--- src/rtl/io_input_conditioner.sv ---
// Board switch / push-button conditioner: 2-flop synchronisers, a shared debounce
// prescaler, per-bit debounce counters and one-cycle button press pulses.
module io_input_conditioner #(
  parameter int TICK_DIV     = 50000,
  parameter int DEBOUNCE_CNT = 10
) (
  input  logic        clock,
  input  logic        reset_n,
  input  logic [9:0]  sw,
  input  logic [3:0]  key_n,
  output logic [13:0] io_input_bus,
  output logic [3:0]  press_pulse
);

  localparam int NBITS = 14;
  localparam int CNT_W = $clog2(DEBOUNCE_CNT) + 1;
  localparam int DIV_W = $clog2(TICK_DIV);

  localparam logic [DIV_W-1:0] DIV_LAST = DIV_W'(TICK_DIV - 1);
  localparam logic [CNT_W-1:0] CNT_LAST = CNT_W'(DEBOUNCE_CNT - 1);

  logic [NBITS-1:0] raw;
  logic [NBITS-1:0] s1_q, s2_q;
  logic [NBITS-1:0] db_q, db_d;
  logic [3:0]       btn_last_q;
  logic [3:0]       pulse_q, pulse_d;
  logic [DIV_W-1:0] div_q, div_d;
  logic             tick;

  // Buttons are normalised to 1 = pressed before they enter the synchroniser.
  assign raw = {~key_n, sw};

  assign tick  = (div_q == DIV_LAST);
  assign div_d = tick ? '0 : div_q + 1'b1;

  always_ff @(posedge clock) begin
    if (!reset_n) begin
      s1_q  <= '0;
      s2_q  <= '0;
      div_q <= '0;
    end else begin
      s1_q  <= raw;
      s2_q  <= s1_q;
      div_q <= div_d;
    end
  end

  generate
    for (genvar gi = 0; gi < NBITS; gi++) begin : g_debounce
      logic [CNT_W-1:0] cnt_q, cnt_d;
      logic             db_bit_d;

      // Any cycle where the input agrees with the debounced value restarts the window.
      always_comb begin
        cnt_d    = cnt_q;
        db_bit_d = db_q[gi];
        if (s2_q[gi] == db_q[gi]) begin
          cnt_d = '0;
        end else if (tick) begin
          if (cnt_q == CNT_LAST) begin
            db_bit_d = s2_q[gi];
            cnt_d    = '0;
          end else begin
            cnt_d = cnt_q + 1'b1;
          end
        end
      end

      always_ff @(posedge clock) begin
        if (!reset_n) begin
          cnt_q <= '0;
        end else begin
          cnt_q <= cnt_d;
        end
      end

      assign db_d[gi] = db_bit_d;
    end
  endgenerate

  // The pulse compares the debounced value with its previous cycle, so it
  // trails the bus change by one clock.
  assign pulse_d = db_q[13:10] & ~btn_last_q;

  always_ff @(posedge clock) begin
    if (!reset_n) begin
      db_q       <= '0;
      btn_last_q <= '0;
      pulse_q    <= '0;
    end else begin
      db_q       <= db_d;
      btn_last_q <= db_q[13:10];
      pulse_q    <= pulse_d;
    end
  end

  assign io_input_bus = db_q;
  assign press_pulse  = pulse_q;

endmodule
--- config.mk ---
export PLATFORM = sky130hd
export DESIGN_NAME = io_input_conditioner
export DESIGN_NICKNAME = d
export VERILOG_FILES = /design/src/rtl/io_input_conditioner.sv
export SDC_FILE = /design/constraint.sdc
export NUM_CORES = 1
export LEC_CHECK = 0
export CAP_MARGIN = 40
export CORE_AREA = 4 4 111 113
export CTS_CLUSTER_DIAMETER = 200
export CTS_CLUSTER_SIZE = 40
export DETAILED_ROUTE_END_ITERATION = 6
export DIE_AREA = 0 0 115 117
export PLACE_DENSITY = 0.74
export SLEW_MARGIN = 25
export SYNTH_ARGS = -nofsm -noshare
export SYNTH_HDL_FRONTEND = slang
export SYNTH_SLANG_ARGS = --single-unit
--- constraint.sdc ---
create_clock -name clock -period 2.4 [get_ports clock]
set_clock_uncertainty 0.15 [all_clocks]
set_input_delay 0.72 -clock clock [delete_from_list [all_inputs] [get_ports clock]]
set_output_delay 0.72 -clock clock [all_outputs]
set_load 0.05 [all_outputs]
==> results.json, run 1 <==
{
  "rsz0062_at_grt": "true",
  "grt_pass1_vias": 4717,
  "htreeDepth": 4,
  "synthArstFlopShare": 0,
  "peakVddDrop_mv": 0.693,
  "min_path_cells": 1,
  "min_to": "press_pulse[3]",
  "start_kind": "flop",
  "antenna_found_initial": 0,
  "initial_core_util": 0.523,
  "report.power.total_w": 0.00496,
  "whs_ps": 233,
  "insertedDiodeCount": 0,
  "netlist_area_mm2": 0.00592,
  "finalSetupViolCount": 16,
  "num-nets-final": 745,
  "cp_cell_sequence": "or4_4, or4_4, buf_6, clkbuf_16, or3_1, a21oi_1",
  "grt_pass1_wl_um": 20500,
  "max_cap_violations": 0,
  "synth_top_area_cell": "dfxtp_1",
  "cts_tree": "built",
  "path_delay_family": "simple AND/OR/NAND/NOR gates",
  "io-pin-count": 34,
  "hold_start": "btn_last_q[3]",
  "syn_inst": 651,
  "vias": 4868,
  "clkTransAtPathRegs_ps": 50,
  "path_common_cell": "or4_4",
  "cp.required_ps": 2600,
  "setup_tns_ps": -339,
  "yosys_warnings": 0,
  "clk_latency_ps": 420,
  "drt_iter0_drc": 347,
  "grt_usage": 0.189,
  "portBuffers": 33,
  "num-fill-cells": 886,
  "r2r_end": "g_debounce[12].cnt_q[1]",
  "timing.final.crit_share": 1.02,
  "fmax_mhz": 409,
  "ys_top_cells_by_area": "dfxtp_1, ha_1, a21oi_1",
  "cts_buffers": 17,
  "fp.dieArea_mm2": 0.0135,
  "die_height_um": 117,
  "dp_hpwl_um": 7540,
  "status": "finished with violations",
  "core_area_mm2": 0.0113,
  "post_dp_cell_area_mm2": 0.00646,
  "hold_buffers": 0,
  "worstSetupPathType": "flop to flop",
  "avgSynthCellArea_um2": 9.09,
  "wirelength_um": 12500,
  "violations": "negative setup slack",
  "end_kind": "flop",
  "critPathMaxFanout": 12,
  "drtPass1Iterations": 5,
  "fin_ws_ps": -42.3,
  "worstRegToRegCells": 6,
  "crit_arrival_ps": 2640,
  "ys_seq_elements": 136,
  "synth_top_area_frac": 0.460,
  "gp_congestion": 0.827,
  "drive_above_1_share": 0.136,
  "max-slew-margin-rel": 0.458,
  "cpPeakStageDelay_ps": 570,
  "place_ws_ps": -66.5,
  "clkSinkCount": 136,
  "power_leakage_nw": 2.72,
  "r2r_start": "div_q[7]",
  "cts_root_buf": "clkbuf_16",
  "synth_fp_nets": 696,
  "yosysSeqAreaShare": 0.460,
  "max_slew.worst_pin.slew_ps": 802,
  "vias_per_cell": 5.69,
  "fin_crit_ps": 2440,
  "die_x_um": 115,
  "power_density_mw_per_mm2": 682,
  "yosys.cell_types.count": 37,
  "yosysMostFrequentCell": "dfxtp_1",
  "globalRoute.totalOverflow": 0,
  "crit_buf_inv": 2,
  "route.detailed.drc": 0,
  "ys_top_cells_by_count": "dfxtp_1, nand2_1, a21oi_1, nor2_1, inv_1",
  "avgRoutedWirePerCell_um": 14.6,
  "area_growth_pct": 22.9,
  "hold_viol_final": 0,
  "synth_edf_count": 0,
  "rows": 39,
  "grt_max_degree": 45,
  "drtAntennaViolNets": 0,
  "slew_violations": 0,
  "yosys_most_used_dff": "dfxtp_1",
  "final_area_mm2": 0.00727,
  "r2r_setup_slack_ps": -40,
  "slowest_stage": "or4_4",
  "hold_class": "flop to flop",
  "cts_max_path_buffers": 2
}
[worst max-delay path by stage]
stage,depth (start not counted),startpoint,end,slack [ps]
floorplan,6,div_q[5],g_debounce[3].cnt_q[0],60
global placement,5,div_q[7],g_debounce[0].cnt_q[4],-20
detailed placement,5,div_q[7],g_debounce[5].cnt_q[4],-70
CTS,5,div_q[7],g_debounce[5].cnt_q[4],-40
global route,6,div_q[5],g_debounce[9].cnt_q[1],-90
finish,6,div_q[7],g_debounce[12].cnt_q[1],-40
[timing repair]
item / CTS / global route
cloned: 2 / 1
buffers inserted: 1 / 2
pin swaps: 7 / 6
endpoints found under the setup margin: 18 / 27
resized for setup: 13 / 26
[cells in the final DEF (no fill, tap or decap), types with 4 or more instances in the layout]
cell type,n
ha_1,29
a21oi_1,59
nor2b_1,4
clkinv_2,6
a32o_1,12
buf_4,28
nor2_1,48
a41o_1,14
xor2_1,18
a41oi_1,13
or4_1,9
a311oi_1,13
and2_1,25
clkbuf_16,18
nand2_1,71
nor4bb_1,14
a21oi_2,10
inv_1,36
dlygate4sd2_1,4
dfxtp_1,135
o31ai_1,10
clkdlybuf4s50_1,14
or3_1,24
nor3_1,4
o21ai_0,8
or4_4,7
o21ai_1,6
nand3_1,20
xnor2_1,11
buf_12,5
[power breakdown]
part	internal (W)	switching [W]	leakage (nW)
clock	0.00162	0.000956	0.289
combinational	0.0000459	0.0000431	1.33
sequential	0.00228	0.0000137	1.10
total	0.00395	0.00101	2.72
[layout make-up]
class                           count  area [um^2]  area share
Clock buffer                       18          429      0.0590
Clock inverter                     13          154      0.0212
Tap cell                          143          179      0.0246
Inverter                           36          135      0.0186
Sequential cell                   136         2720       0.374
Timing Repair Buffer               57          603      0.0829
Multi-Input combinational cell    452         3050       0.419
[per-stage QoR]
step | util | cells
2_1_floorplan | - | 651
3_3_place_gp | 0.571 | 818
3_5_place_dp | 0.571 | 818
4_1_cts | 0.631 | 852
5_1_grt | 0.643 | 855
6_report | 0.643 | 855
[flip-flops by register name (all words and copies together), names as in the netlist]
name	cells
btn_last_q	4
div_q	16
g_debounce.cnt_q	70
io_input_bus	14
press_pulse	4
s1_q	14
s2_q	14
[cell families (layout without fill, tap and decap cells)]
kind of cell | count (synthesis) | count (layout) | synth area share
buf+inv | 63 | 124 | 0.0448
compound gates | 153 | 153 | 0.175
xor+xnor | 29 | 29 | 0.0429
simple gates | 241 | 241 | 0.215
fa+ha+maj | 29 | 29 | 0.0613
flops | 136 | 136 | 0.460
[per-layer routing]
| metal | wire (um) | vias up | share of wire | global-route usage |
|---|---|---|---|---|
| met5 | 0 | - | 0 | 0 |
| met4 | 112 | 0 | 0.0090 | 0.0782 |
| met3 | 401 | 14 | 0.032 | 0.0607 |
| met2 | 6490 | 70 | 0.52 | 0.326 |
| met1 | 5490 | 2342 | 0.44 | 0.216 |
| li1 | - | 2442 | - | - |
(Power assumes the default switching activity.)
==> run 2, diff against run 1 <==
Settings changed: CORE_AREA 4 4 111 113 to 4 4 106 108, DIE_AREA 0 0 115 117 to 0 0 110 112, PLACE_DENSITY 0.74 to 0.77.
Clock period 2.4 ns to 2.3 ns, I/O delays scaled along.
==> results.json, run 2 (same netlist as run 1, synthesis figures left out) <==
{
  "place_ws_ps": -68.7,
  "drive_above_1_share": 0.142,
  "regArea_mm2": 0.00272,
  "critPathMaxFanout": 25,
  "vias": 4987,
  "vias_per_cell": 5.79,
  "insertedDiodeCount": 0,
  "io-pin-count": 34,
  "seqPwrFrac": 0.471,
  "die_height_um": 112,
  "final_cell_mix": "dfxtp_1, nand2_1, a21oi_1",
  "fin_ws_ps": -85.1,
  "grt_use_met1": 0.269,
  "report.power.total_w": 0.00510,
  "max-slew-margin-rel": 0.507,
  "clk_latency_ps": 520,
  "cp_cell_sequence": "or4_4, or4_4, buf_12, or4_1, a21oi_1",
  "switching_share": 0.209,
  "core_area_mm2": 0.0102,
  "drt_iter0_drc": 403,
  "die_x_um": 110,
  "cts_buffers": 17,
  "switchingPower_w": 0.00107,
  "fmax_mhz": 419,
  "hold_class": "flop to flop",
  "largest_reg_flops": 70,
  "grt_pass1_wl_um": 22000,
  "power_density_mw_per_mm2": 696,
  "hold_buffers": 0,
  "start_kind": "flop",
  "grt_max_degree": 52,
  "internal_power_w": 0.00403,
  "drtPass1Iterations": 5,
  "status": "finished with violations",
  "gp_congestion": 0.795,
  "fin_crit_ps": 2390,
  "peakVddDrop_mv": 0.611,
  "dp_hpwl_um": 7920,
  "slew_violations": 0,
  "clkSinkCount": 136,
  "clkTransAtPathRegs_ps": 60,
  "num-nets-final": 758,
  "whs_ps": 230,
  "top_register": "g_debounce.cnt_q",
  "wirelength_um": 13200,
  "reg_top3": "g_debounce.cnt_q x70, div_q x16",
  "initial_core_util": 0.578,
  "power_leakage_nw": 2.76,
  "cp.required_ps": 2600,
  "max_cap_violations": 0,
  "htreeDepth": 4,
  "rsz0062_at_grt": "true",
  "cts_tree": "built",
  "crit_arrival_ps": 2690,
  "route.detailed.drc": 0,
  "grt_busiest_layer": "met2",
  "timing.final.crit_share": 1.04,
  "antenna_found_initial": 0,
  "multiInputGateArea_mm2": 0.00300,
  "portBuffers": 33,
  "p_comb_frac": 0.019,
  "path_common_cell": "or4_4",
  "grt_pass1_vias": 4915,
  "final_common_cell": "dfxtp_1",
  "path_delay_family": "simple AND/OR/NAND/NOR gates",
  "grt_util_met2": 0.358,
  "cts_root_buf": "clkbuf_8",
  "avgRoutedWirePerCell_um": 15.4,
  "globalRoute.totalOverflow": 0,
  "use_met3": 0.0725,
  "grt_usage": 0.222,
  "finalSetupViolCount": 14,
  "hold_viol_final": 0,
  "cts_max_path_buffers": 2,
  "num-fill-cells": 760,
  "slowest_stage": "or4_4",
  "worstSetupPathType": "flop to flop",
  "clock_power_share": 0.510,
  "crit_buf_inv": 1,
  "area_growth_pct": 23.7,
  "max_slew.worst_pin.slew_ps": 730,
  "drtAntennaViolNets": 0,
  "rows": 37,
  "fp.dieArea_mm2": 0.0123,
  "violations": "negative setup slack",
  "end_kind": "flop",
  "cpPeakStageDelay_ps": 530
}
-- run 2: changes by cell type in the layout (fill, tap and decap cells not counted), moves of 3 or more --
| cell | delta |
|---|---|
| clkinv_2 | -3 |
| buf_4 | +13 |
| o31ai_1 | +4 |
| clkinvlp_4 | +3 |
| o21ai_0 | +6 |
| o21ai_1 | -5 |
| clkbuf_8 | +3 |
-- run 2: cell type report --
class,count,area share
clock buffers,21,0.0613
clock inverters,11,0.0167
inverters,36,0.0185
multi-input cells,452,0.410
flip-flops and latches,136,0.372
well taps,136,0.0232
repair buffers,70,0.0983
-- run 2: worst register-to-register path, stage by stage (launching register included) --
cell and delay (ps):
dfxtp_1 310, or4_4 530, or4_4 490, buf_12 190, or4_1 480, a21oi_1 170
-- run 2: worst paths after layout --
kind	start	end	slack, ps	cells after the start
worst min register to register	btn_last_q[2]	press_pulse[2]	230	1
worst max register to register	div_q[7]	g_debounce[11].cnt_q[4]	-90	5
worst min-delay path	btn_last_q[2]	press_pulse[2]	230	1
worst max-delay path	div_q[7]	g_debounce[11].cnt_q[4]	-90	5
-- run 2: repair_timing --
item                                   in CTS  in global routing
resized for setup                           5                 18
setup endpoints to repair                  20                 37
pin swaps                                   1                  2
endpoints found under the hold margin       0                  0
buffers inserted                            0                  3
gates cloned                                3                  1
-- run 2: power groups by stage --
stage               clock [W]  sequential [W]  combinational [W]
global placement            0         0.00245          0.0000933
CTS                   0.00263         0.00240          0.0000954
floorplan                   0         0.00245          0.0000503
finish                0.00260         0.00240          0.0000972
global route          0.00276         0.00240           0.000108
detailed placement          0         0.00245          0.0000940
-- run 2: per-stage QoR --
stage	area [um^2]	std cells	setup TNS, ps	utilization
6_report	7320	862	-842	0.716
2_1_floorplan	5920	651	0	-
3_5_place_dp	6530	823	-713	0.638
3_3_place_gp	6530	823	-45.9	0.638
5_1_grt	7320	862	-1460	0.716
4_1_cts	7200	858	-969	0.704
-- run 2: metal layers --
metal / up-vias / part of all wire
li1: 2470 / -
met1: 2386 / 0.44
met2: 108 / 0.50
met3: 23 / 0.045
met4: 0 / 0.016
met5: - / 0
==> run 3, diff against run 2 <==
Settings changed: HOLD_SLACK_MARGIN set to 0.05, SLEW_MARGIN 25 to 0.
==> results of run 3 <==
No change in the layout: final DEF, timing and power equal those of run 2.
